**src/rtl/hex_scan_mux.sv**
```systemverilog
// Multiplexed 8-digit hex display scanner: steps through the digits of a
// shadowed 32-bit word, with optional leading-zero blanking and display freeze.
module hex_scan_mux #(
    parameter int REFRESH_DIV = 50000,
    parameter int NUM_DIGITS  = 8
) (
    input  logic        clk,
    input  logic        rst,
    input  logic [31:0] value,
    input  logic        freeze,
    input  logic        blank_lz,
    output logic [3:0]  bin,
    output logic [7:0]  digit_en,
    output logic [2:0]  digit_idx,
    output logic        frame_tick
);

    localparam logic [15:0] DIV_LAST = 16'(REFRESH_DIV - 1);

    logic [15:0] div_cnt_q, div_cnt_d;
    logic [2:0]  digit_idx_q, digit_idx_d;
    logic [31:0] shadow_q, shadow_d;
    logic        frame_tick_q, frame_tick_d;
    logic        tc;
    logic        frame_end;
    logic [2:0]  msd;
    logic        blanked;

    always_comb begin
        tc           = (div_cnt_q == DIV_LAST);
        frame_end    = tc && (digit_idx_q == 3'd7);
        div_cnt_d    = tc ? 16'd0 : div_cnt_q + 16'd1;
        digit_idx_d  = tc ? digit_idx_q + 3'd1 : digit_idx_q;
        // The shadow only changes at a frame boundary, so a frame never tears.
        shadow_d     = (frame_end && !freeze) ? value : shadow_q;
        frame_tick_d = frame_end;
    end

    always_ff @(posedge clk or negedge rst) begin
        if (!rst) begin
            div_cnt_q    <= 16'd0;
            digit_idx_q  <= 3'd0;
            shadow_q     <= 32'h0;
            frame_tick_q <= 1'b0;
        end else begin
            div_cnt_q    <= div_cnt_d;
            digit_idx_q  <= digit_idx_d;
            shadow_q     <= shadow_d;
            frame_tick_q <= frame_tick_d;
        end
    end

    // Highest nonzero nibble wins; an all-zero word leaves msd at 0.
    always_comb begin
        msd = 3'd0;
        for (int k = 0; k < NUM_DIGITS; k++) begin
            if (shadow_q[4*k +: 4] != 4'h0) begin
                msd = 3'(k);
            end
        end
    end

    always_comb begin
        blanked    = blank_lz && (digit_idx_q > msd);
        bin        = shadow_q[{digit_idx_q, 2'b00} +: 4];
        digit_en   = blanked ? 8'hFF : ~(8'h01 << digit_idx_q);
        digit_idx  = digit_idx_q;
        frame_tick = frame_tick_q;
    end

endmodule

```
**config.mk**
```make
export PLATFORM = sky130hd
export DESIGN_NAME = hex_scan_mux
export DESIGN_NICKNAME = d
export VERILOG_FILES = /design/src/rtl/hex_scan_mux.sv
export SDC_FILE = /design/constraint.sdc
export NUM_CORES = 1
export LEC_CHECK = 0
export ABC_CLOCK_PERIOD_IN_PS = 6950
export CELL_PAD_IN_SITES_DETAIL_PLACEMENT = 1
export CELL_PAD_IN_SITES_GLOBAL_PLACEMENT = 1
export CORE_MARGIN = 1.5
export CORE_UTILIZATION = 40
export CTS_CLUSTER_SIZE = 28
export DETAILED_ROUTE_END_ITERATION = 6
export GPL_TIMING_DRIVEN = 1
export PLACE_DENSITY_LB_ADDON = 0.1
export REMOVE_ABC_BUFFERS = 1
export SYNTH_ARGS = -nofsm -noshare
export SYNTH_HDL_FRONTEND = slang
export SYNTH_SLANG_ARGS = --single-unit
```
**constraint.sdc**
```tcl
create_clock -name clk -period 6.95 [get_ports clk]
set_input_delay 1.0425 -clock clk [delete_from_list [all_inputs] [get_ports clk]]
set_output_delay 1.0425 -clock clk [all_outputs]
set_load 0.05 [all_outputs]
```
==> out/qor.txt, run 1 <==
run status = finished clean
footprint of the multi-input gates = 1260 um^2
initial drt markers = 65
final hold vios = 0
Max Slew Vio Count = 0
post-synthesis sequential area ratio = 0.494
RSZ-0062 raised after global routing = no
measured slew at the worst slew-check pin = 699 ps
Area after DPL = 3200 um^2
Overflow after GRT = 0
setup TNS = 0 ps
CTS buffer count = 5
fin crit period = 4610 ps
syn avg cell area = 12.4 um^2
GP Congestion = 0.793
crit end category = primary output
PwrDens = 165 nW/um^2
std cell rows = 29
Clock Latency Late Sink = 310 ps
Synth-to-Final Area Change = 26.1%
DP HPWL = 4.44 mm
design area = 3320 um^2
drt pass-1 iters = 4
wire length per cell = 18.1 um
Critical Path AT = 3570 ps
WS Path Type = reg -> out
Cell Area, Synth = 2630 um^2
most frequent cells in the layout = dfrtp_1, clkdlybuf4s50_1, mux2_2, nand2_1, nand3_1
Place WS = 2660 ps
register area = 1300 um^2
most common cell after layout, fill and taps aside = dfrtp_1
synth warn = 0
Routed Antenna Nets = 0
initial core utilization = 0.415
number of antenna diodes = 0
final core occ = 0.523
number of flops mapped to enable cells by yosys = 0
die height = 84.1 um
Worst Setup Slack, final = 2340 ps
setup violators final = 0
pin count of the biggest net entering global routing = 53
fmax = 217 MHz
relative slew slack = 0.532
I/O Pins = 52
startpoint types = register
full die area = 7080 um^2
worst hold path class = reg -> reg
leakage dissipation = 1.55 nW
antenna violations before repair = 0
# DRC = 0
clock slew seen by the registers of the worst setup and hold paths = 100 ps
max-cap violation count = 0
Yosys top cell area share = 0.494
post-synthesis register bit count = 52
port bufs = 51
number of global-route vias before repair = 2040
worst-path fanout max = 8
root buffer cell = clkbuf_8
Via Count = 1843
drt total wl = 6.22 mm
count of cell types in the netlist = 35
CTS tree = done
Max clock buf depth = 2
clk sink count = 52
Synth async-reset ratio = 1.00
Peak supply drop = 0.0995 mV
biggest area consumer among synthesized cells = dfrtp_1
fraction of layout cells with a size suffix above 1 = 0.206
synthesized instance count = 213
# hold bufs at CTS = 0
Critical Path Max Stage Delay = 730 ps
Slowest cell on crit path = clkdlybuf4s50_1
Fill cells = 672
Synth area leaders = dfrtp_1, mux2_2, mux4_2, ha_1, nand2_1
core area = 6350 um^2
first-pass GRT wire length = 10.7 mm
clk_skew = 9.13 ps
# Post-CTS Setup Buffers = 0
Chip Width = 84.1 um
vias per cell = 5.36
fin nets = 312
crit path cell chain = nor4_1 -> nand2_1 -> a21oi_1 -> nor2_1 -> ha_1 -> nor2b_1 -> o21a_1 -> o211ai_1 -> nand3_1 -> clkdlybuf4s50_1
Tcrit/Tclk final = 0.663
post-cts repair resize count = 0
H-tree Lvls = 2
GRT Util Overall = 0.194
critical path required time = 5910 ps
Synth Flop Type = dfrtp_1
where the power goes:
group	leakage [nW]	switching, mW	internal (mW)	total, mW
clock network	0.0614	0.101	0.118	0.219
registers	0.712	0	0.302	0.302
logic	0.775	0.00928	0.0173	0.0265
cells in the mapped netlist (all sizes together) (5+ instances only):
cell type / count
nand2: 23
and3: 7
nand3: 14
xnor2: 5
ha: 10
xor2: 7
mux4: 8
o21ai: 5
mux2: 32
nor2: 9
dfrtp: 52
nor4: 6
per-layer routing:
metal / share of wire / track usage / vias up
li1: - / - / 874
met1: 0.49 / 0.269 / 924
met2: 0.47 / 0.316 / 37
met3: 0.031 / 0.0315 / 8
met4: 0.015 / 0.0566 / 0
met5: 0 / 0 / -
final timing paths:
| path | endpoint | cells after the start | startpoint | slack (ps) |
|---|---|---|---|---|
| worst max-delay path | digit_en[4] | 10 | shadow_q[20] | 2340 |
| worst min register to register | div_cnt_q[15] | 1 | div_cnt_q[15] | 480 |
| worst min-delay path | div_cnt_q[15] | 1 | div_cnt_q[15] | 480 |
| max in group asynchronous | shadow_q[1] | 2 | rst | 5650 |
| worst max register to register | shadow_q[22] | 6 | div_cnt_q[0] | 4550 |
| min in group asynchronous | shadow_q[3] | 2 | rst | 850 |
through the flow:
stage | instances | power (mW) | hold WS [ps]
3_5_place_dp | 336 | 0.335 | 476
5_1_grt | 344 | 0.571 | 526
4_1_cts | 344 | 0.554 | 490
6_report | 344 | 0.548 | 480
2_1_floorplan | 206 | 0.309 | 440
3_3_place_gp | 336 | 0.335 | 465
critical path, delay by kind of cell, from the launching register on:
family,cells,cell delay [ps]
buffers and inverters,1,730
adder cells (fa/ha/maj),1,280
flip-flops,1,420
AND/OR/NAND/NOR,5,920
AO/OA/AOI/OAI,3,900
cell families after synthesis:
kind of cell / after synthesis / synth area share
DFF: 52 / 0.494
AOI/OAI and AO/OA: 11 / 0.0261
xor gates and xnor gates: 12 / 0.0399
buffers and inverters: 12 / 0.0261
adders and majority gates: 10 / 0.0475
muxes: 41 / 0.209
and+or+nand+nor: 75 / 0.157
final cells by class:
type,instances,share of cell area
Clock buffer,6,0.0249
Timing Repair Buffer,53,0.157
Clock inverter,2,0.0117
Tap cell,77,0.0290
Multi-Input combinational cell,149,0.380
Inverter,5,0.00565
Sequential cell,52,0.392
flip-flops by register name, indices dropped and copies added (netlist names):
signal      count
div_cnt_q      16
shadow_q       32
frame_tick      1
digit_idx       3
Power figures use the tool's default switching activity.
==> run 2, diff against run 1 <==
--- a/config.mk
+++ b/config.mk
@@ -5,7 +5,7 @@
 export SDC_FILE = /design/constraint.sdc
 export NUM_CORES = 1
 export LEC_CHECK = 0
-export ABC_CLOCK_PERIOD_IN_PS = 6950
+export ABC_CLOCK_PERIOD_IN_PS = 4500
 export CELL_PAD_IN_SITES_DETAIL_PLACEMENT = 1
 export CELL_PAD_IN_SITES_GLOBAL_PLACEMENT = 1
 export CORE_MARGIN = 1.5
==> constraint.sdc (replaced) <==
create_clock -name clk -period 4.5 [get_ports clk]
set_input_delay 0.675 -clock clk [delete_from_list [all_inputs] [get_ports clk]]
set_output_delay 0.675 -clock clk [all_outputs]
set_load 0.05 [all_outputs]
==> run 2 against run 1 <==
Effect of this change: via count is 2.5% higher; core utilization rose by 0.12 points; non-clock buffer count rose by 1; routed wire length about the same; register-to-register slack worse by 2500 ps; sequential cell count stayed put; sequential share of layout area is 0.088 points lower; die area unchanged; clock-buffer cell count unchanged; first-iteration DRC count fell by 7.7%; power increased by 54%; largest power group unchanged.
==> out/qor.txt, run 2 (synthesis results as in run 1) <==
worst hold path class = in -> async
CTS tree = done
H-tree Lvls = 2
sw power = 0.168 mW
Routed Antenna Nets = 0
Slowest cell on crit path = clkdlybuf4s50_1
number of antenna diodes = 0
Max clock buf depth = 2
part of the power in combinational logic = 0.049
GP Congestion = 0.793
std cell rows = 29
core area = 6350 um^2
RSZ-0062 raised after global routing = no
Clock Latency Late Sink = 300 ps
Clock Power Share = 0.398
measured slew at the worst slew-check pin = 681 ps
Flop pwr share = 0.553
Overall Power = 0.844 mW
final hold vios = 0
fraction of layout cells with a size suffix above 1 = 0.209
cell internal pwr = 0.675 mW
Hold Worst Slack = 487 ps
design area = 3330 um^2
# DRC = 0
critical path required time = 3830 ps
Tcrit/Tclk final = 0.887
Buf+Inv Stages, Crit Path = 2
initial drt markers = 60
initial core utilization = 0.415
clock slew seen by the registers of the worst setup and hold paths = 90 ps
leakage dissipation = 1.55 nW
worst-path fanout max = 8
# hold bufs at CTS = 0
first-pass GRT wire length = 10.6 mm
Top delay family on crit path = buffers and inverters
fmax = 251 MHz
port bufs = 51
number of global-route vias before repair = 2011
fin crit period = 3990 ps
most common cell after layout, fill and taps aside = dfrtp_1
antenna violations before repair = 0
Max Slew Vio Count = 0
CTS buffer count = 5
max-cap violation count = 0
WS Path Type = reg -> out
I/O Pins = 52
drt pass-1 iters = 4
max reg flops = 32
Overflow after GRT = 0
Critical Path Max Stage Delay = 730 ps
setup TNS = 0 ps
Peak supply drop = 0.142 mV
drt total wl = 6.22 mm
setup violators final = 0
fin nets = 313
most frequent cells in the layout = dfrtp_1, clkdlybuf4s50_1, mux2_2, nand2_1, nand3_1
pin count of the biggest net entering global routing = 53
die height = 84.1 um
Worst R2R Setup Slack = 2090 ps
run status = finished clean
clk sink count = 52
Chip Width = 84.1 um
full die area = 7080 um^2
relative slew slack = 0.546
wire length per cell = 18.0 um
startpoint types = register
crit path cell chain = nor4_1 -> nand2_1 -> a21oi_1 -> nor2_1 -> ha_1 -> nor2b_1 -> o21a_1 -> o211ai_1 -> buf_4 -> nand3_1 -> clkdlybuf4s50_1
crit end category = primary output
root buffer cell = clkbuf_8
Synth-to-Final Area Change = 26.4%
vias per cell = 5.48
DP HPWL = 4.46 mm
Via Count = 1889
Critical Path AT = 3310 ps
switching part of the total = 0.199
Largest Register = shadow_q
GRT Util Overall = 0.190
Area after DPL = 3200 um^2
clk_skew = 8.48 ps
PwrDens = 253 nW/um^2
run 2: path summary, 6_finish.rpt:
check	start	to	cells past startpoint
worst min-delay path	rst	shadow_q[3]	2
worst max-delay path	shadow_q[20]	digit_en[5]	11
worst min register to register	div_cnt_q[15]	div_cnt_q[15]	1
min in group clk	div_cnt_q[15]	div_cnt_q[15]	1
max in group asynchronous	rst	div_cnt_q[12]	2
worst max register to register	div_cnt_q[0]	shadow_q[14]	6
run 2: repair_timing:
action,CTS,global route
setup buffers,0,1
endpoints found under the setup margin,0,8
resized for setup,0,0
run 2: area by class of cell:
class                   count  area (um^2)
clock buffers               6         82.6
clock inverters             2         38.8
fillers                   688         3020
inverters                   5         18.8
multi-input cells         149         1260
flip-flops and latches     52         1300
well taps                  77         96.3
repair buffers             54          528
run 2: through the flow:
stage | std cells | utilization | worst slack, ps
2_1_floorplan | 206 | - | 1460
3_3_place_gp | 336 | 0.504 | 725
3_5_place_dp | 336 | 0.504 | 569
4_1_cts | 344 | 0.523 | 212
5_1_grt | 345 | 0.524 | 222
6_report | 345 | 0.524 | 510
run 2: power groups by stage:
stage | logic (mW) | registers, mW | clock network, mW
detailed placement | 0.0417 | 0.476 | 0
finish | 0.0410 | 0.467 | 0.336
global route | 0.0450 | 0.467 | 0.372
global placement | 0.0417 | 0.476 | 0
CTS | 0.0422 | 0.467 | 0.350
floorplan | 0.000260 | 0.476 | 0
run 2: routing by layer:
layer / vias to the layer above / global-route usage / routed length [um]
met4: 0 / 0.0462 / 57
li1: 878 / - / -
met1: 962 / 0.266 / 2990
met3: 7 / 0.0295 / 210
met5: - / 0 / 0
met2: 42 / 0.312 / 2970
==> run 3, diff against run 2 <==
--- a/config.mk
+++ b/config.mk
@@ -6,9 +6,10 @@
 export NUM_CORES = 1
 export LEC_CHECK = 0
 export ABC_CLOCK_PERIOD_IN_PS = 4500
+export CAP_MARGIN = 10
 export CELL_PAD_IN_SITES_DETAIL_PLACEMENT = 1
 export CELL_PAD_IN_SITES_GLOBAL_PLACEMENT = 1
-export CORE_MARGIN = 1.5
+export CORE_MARGIN = 2
 export CORE_UTILIZATION = 40
 export CTS_CLUSTER_SIZE = 28
 export DETAILED_ROUTE_END_ITERATION = 6
==> run 3 against run 2 <==
Effect of this change: sequential cell count unchanged; combinational power down 1%; core utilization is 0.32 points lower; clock skew down 2.8 ps; sequential share of layout area grew 0.24 points; routed wire length down 1.0%; sequential power hardly changed; power is 7.0% lower; cell count increased by 0.29%; critical path depth down 1; global-route usage is 0.38 points lower; largest power group unchanged.
==> out/qor.txt, run 3 (synthesis results as in run 1) <==
relative slew slack = 0.544
GRT Util Overall = 0.186
setup violators final = 0
Worst R2R Start = div_cnt_q[0]
fmax = 236 MHz
reg-to-reg endpoint = shadow_q[20]
vias per cell = 5.35
Slowest cell on crit path = clkdlybuf4s50_1
# hold bufs at CTS = 0
initial core utilization = 0.415
fraction of layout cells with a size suffix above 1 = 0.208
drt total wl = 6.16 mm
first-pass GRT wire length = 10.5 mm
clock slew seen by the registers of the worst setup and hold paths = 90 ps
setup TNS = 0 ps
Max Slew Vio Count = 0
root buffer cell = clkbuf_8
crit end category = primary output
pin count of the biggest net entering global routing = 53
# DRC = 0
Overall Power = 0.785 mW
most used routing layer = met2
PwrDens = 237 nW/um^2
DP Cell Count = 338
Critical Path AT = 3570 ps
wire length per cell = 17.8 um
std cell rows = 29
die height = 85.1 um
clk sink count = 52
max-cap violation count = 0
core area = 6350 um^2
Chip Width = 85.1 um
number of antenna diodes = 0
antenna violations before repair = 0
Critical Path Max Stage Delay = 750 ps
worst hold path class = in -> async
port bufs = 51
fin crit period = 4240 ps
Largest Register = shadow_q
H-tree Lvls = 2
GR Layer Usage met1 = 0.263
GR met2 Demand/Resource = 0.298
worst-path fanout max = 8
DP HPWL = 4.57 mm
Peak supply drop = 0.141 mV
run status = finished clean
RSZ-0062 raised after global routing = no
full die area = 7250 um^2
most common cell after layout, fill and taps aside = dfrtp_1
Buf+Inv Stages, Crit Path = 1
Synth-to-Final Area Change = 25.7%
initial drt markers = 58
crit path cell chain = nor4_1 -> o41ai_1 -> and3_1 -> o21ai_0 -> ha_1 -> nor2b_1 -> o21a_1 -> o211ai_1 -> nand3_1 -> clkdlybuf4s50_1
final non-filler cell total = 346
number of global-route vias before repair = 2016
Routed Antenna Nets = 0
max reg flops = 32
Via Count = 1850
measured slew at the worst slew-check pin = 684 ps
Clock Latency Late Sink = 310 ps
critical path required time = 3830 ps
met3 global-route usage = 0.0331
fin nets = 314
Max clock buf depth = 2
# Post-CTS Setup Buffers = 0
clk_skew = 5.67 ps
final hold vios = 0
Worst R2R Setup Slack = 2090 ps
Top delay family on crit path = compound AO/OA/AOI/OAI gates
leakage dissipation = 1.54 nW
CTS tree = done
R2R cell count = 6
most frequent cells in the layout = dfrtp_1, clkdlybuf4s50_1, mux2_2, nand2_1, nand3_1
CTS buffer count = 5
startpoint types = register
Overflow after GRT = 0
WS Path Type = reg -> out
drt pass-1 iters = 4
I/O Pins = 52
post-cts repair resize count = 0
GP Congestion = 0.775
Tcrit/Tclk final = 0.943
final core occ = 0.521
-- run 3: cell count changes in the layout (fill, tap and decap cells not counted), sizes merged --
cell,delta
buf,+1
bufinv,-1
clkbuf,+1
clkinv,-1
clkinvlp,+1
-- run 3: how the worst max path moves through the flow --
stage	cells past startpoint	from	endpoint	slack, ps
after floorplan	9	shadow_q[20]	digit_en[0]	1460
after global placement	10	shadow_q[20]	digit_en[6]	760
after detailed placement	10	shadow_q[8]	digit_en[6]	600
after CTS	10	shadow_q[8]	digit_en[6]	240
after global routing	9	shadow_q[28]	digit_en[6]	60
final	10	shadow_q[8]	digit_en[1]	260
-- run 3: per-layer routing --
layer	vias to the layer above	wire length (um)	part of all wire
li1	872	-	-
met1	932	2950	0.48
met3	5	247	0.040
met4	0	47	0.0076
met2	41	2910	0.47
met5	-	0	0
-- run 3: power breakdown --
group	total, mW	internal (mW)	switching, mW
logic	0.0405	0.0266	0.0139
clock network	0.278	0.125	0.152
registers	0.467	0.467	0
-- run 3: area by class of cell --
| class | instances | area, um^2 |
|---|---|---|
| flip-flops and latches | 52 | 1300 |
| well taps | 77 | 96.3 |
| clock buffers | 7 | 86.3 |
| clock inverters | 1 | 7.51 |
| inverters | 5 | 18.8 |
| multi-input cells | 149 | 1260 |
| repair buffers | 55 | 536 |
| fillers | 700 | 3040 |
-- run 3: stage by stage --
step           area [um^2]  setup slack, ps  hold WS, ps
5_1_grt               3310             55.8          524
4_1_cts               3310              238          502
6_report              3310              257          475
2_1_floorplan         2580             1460          379
3_3_place_gp          3220              761          471
3_5_place_dp          3220              603          489
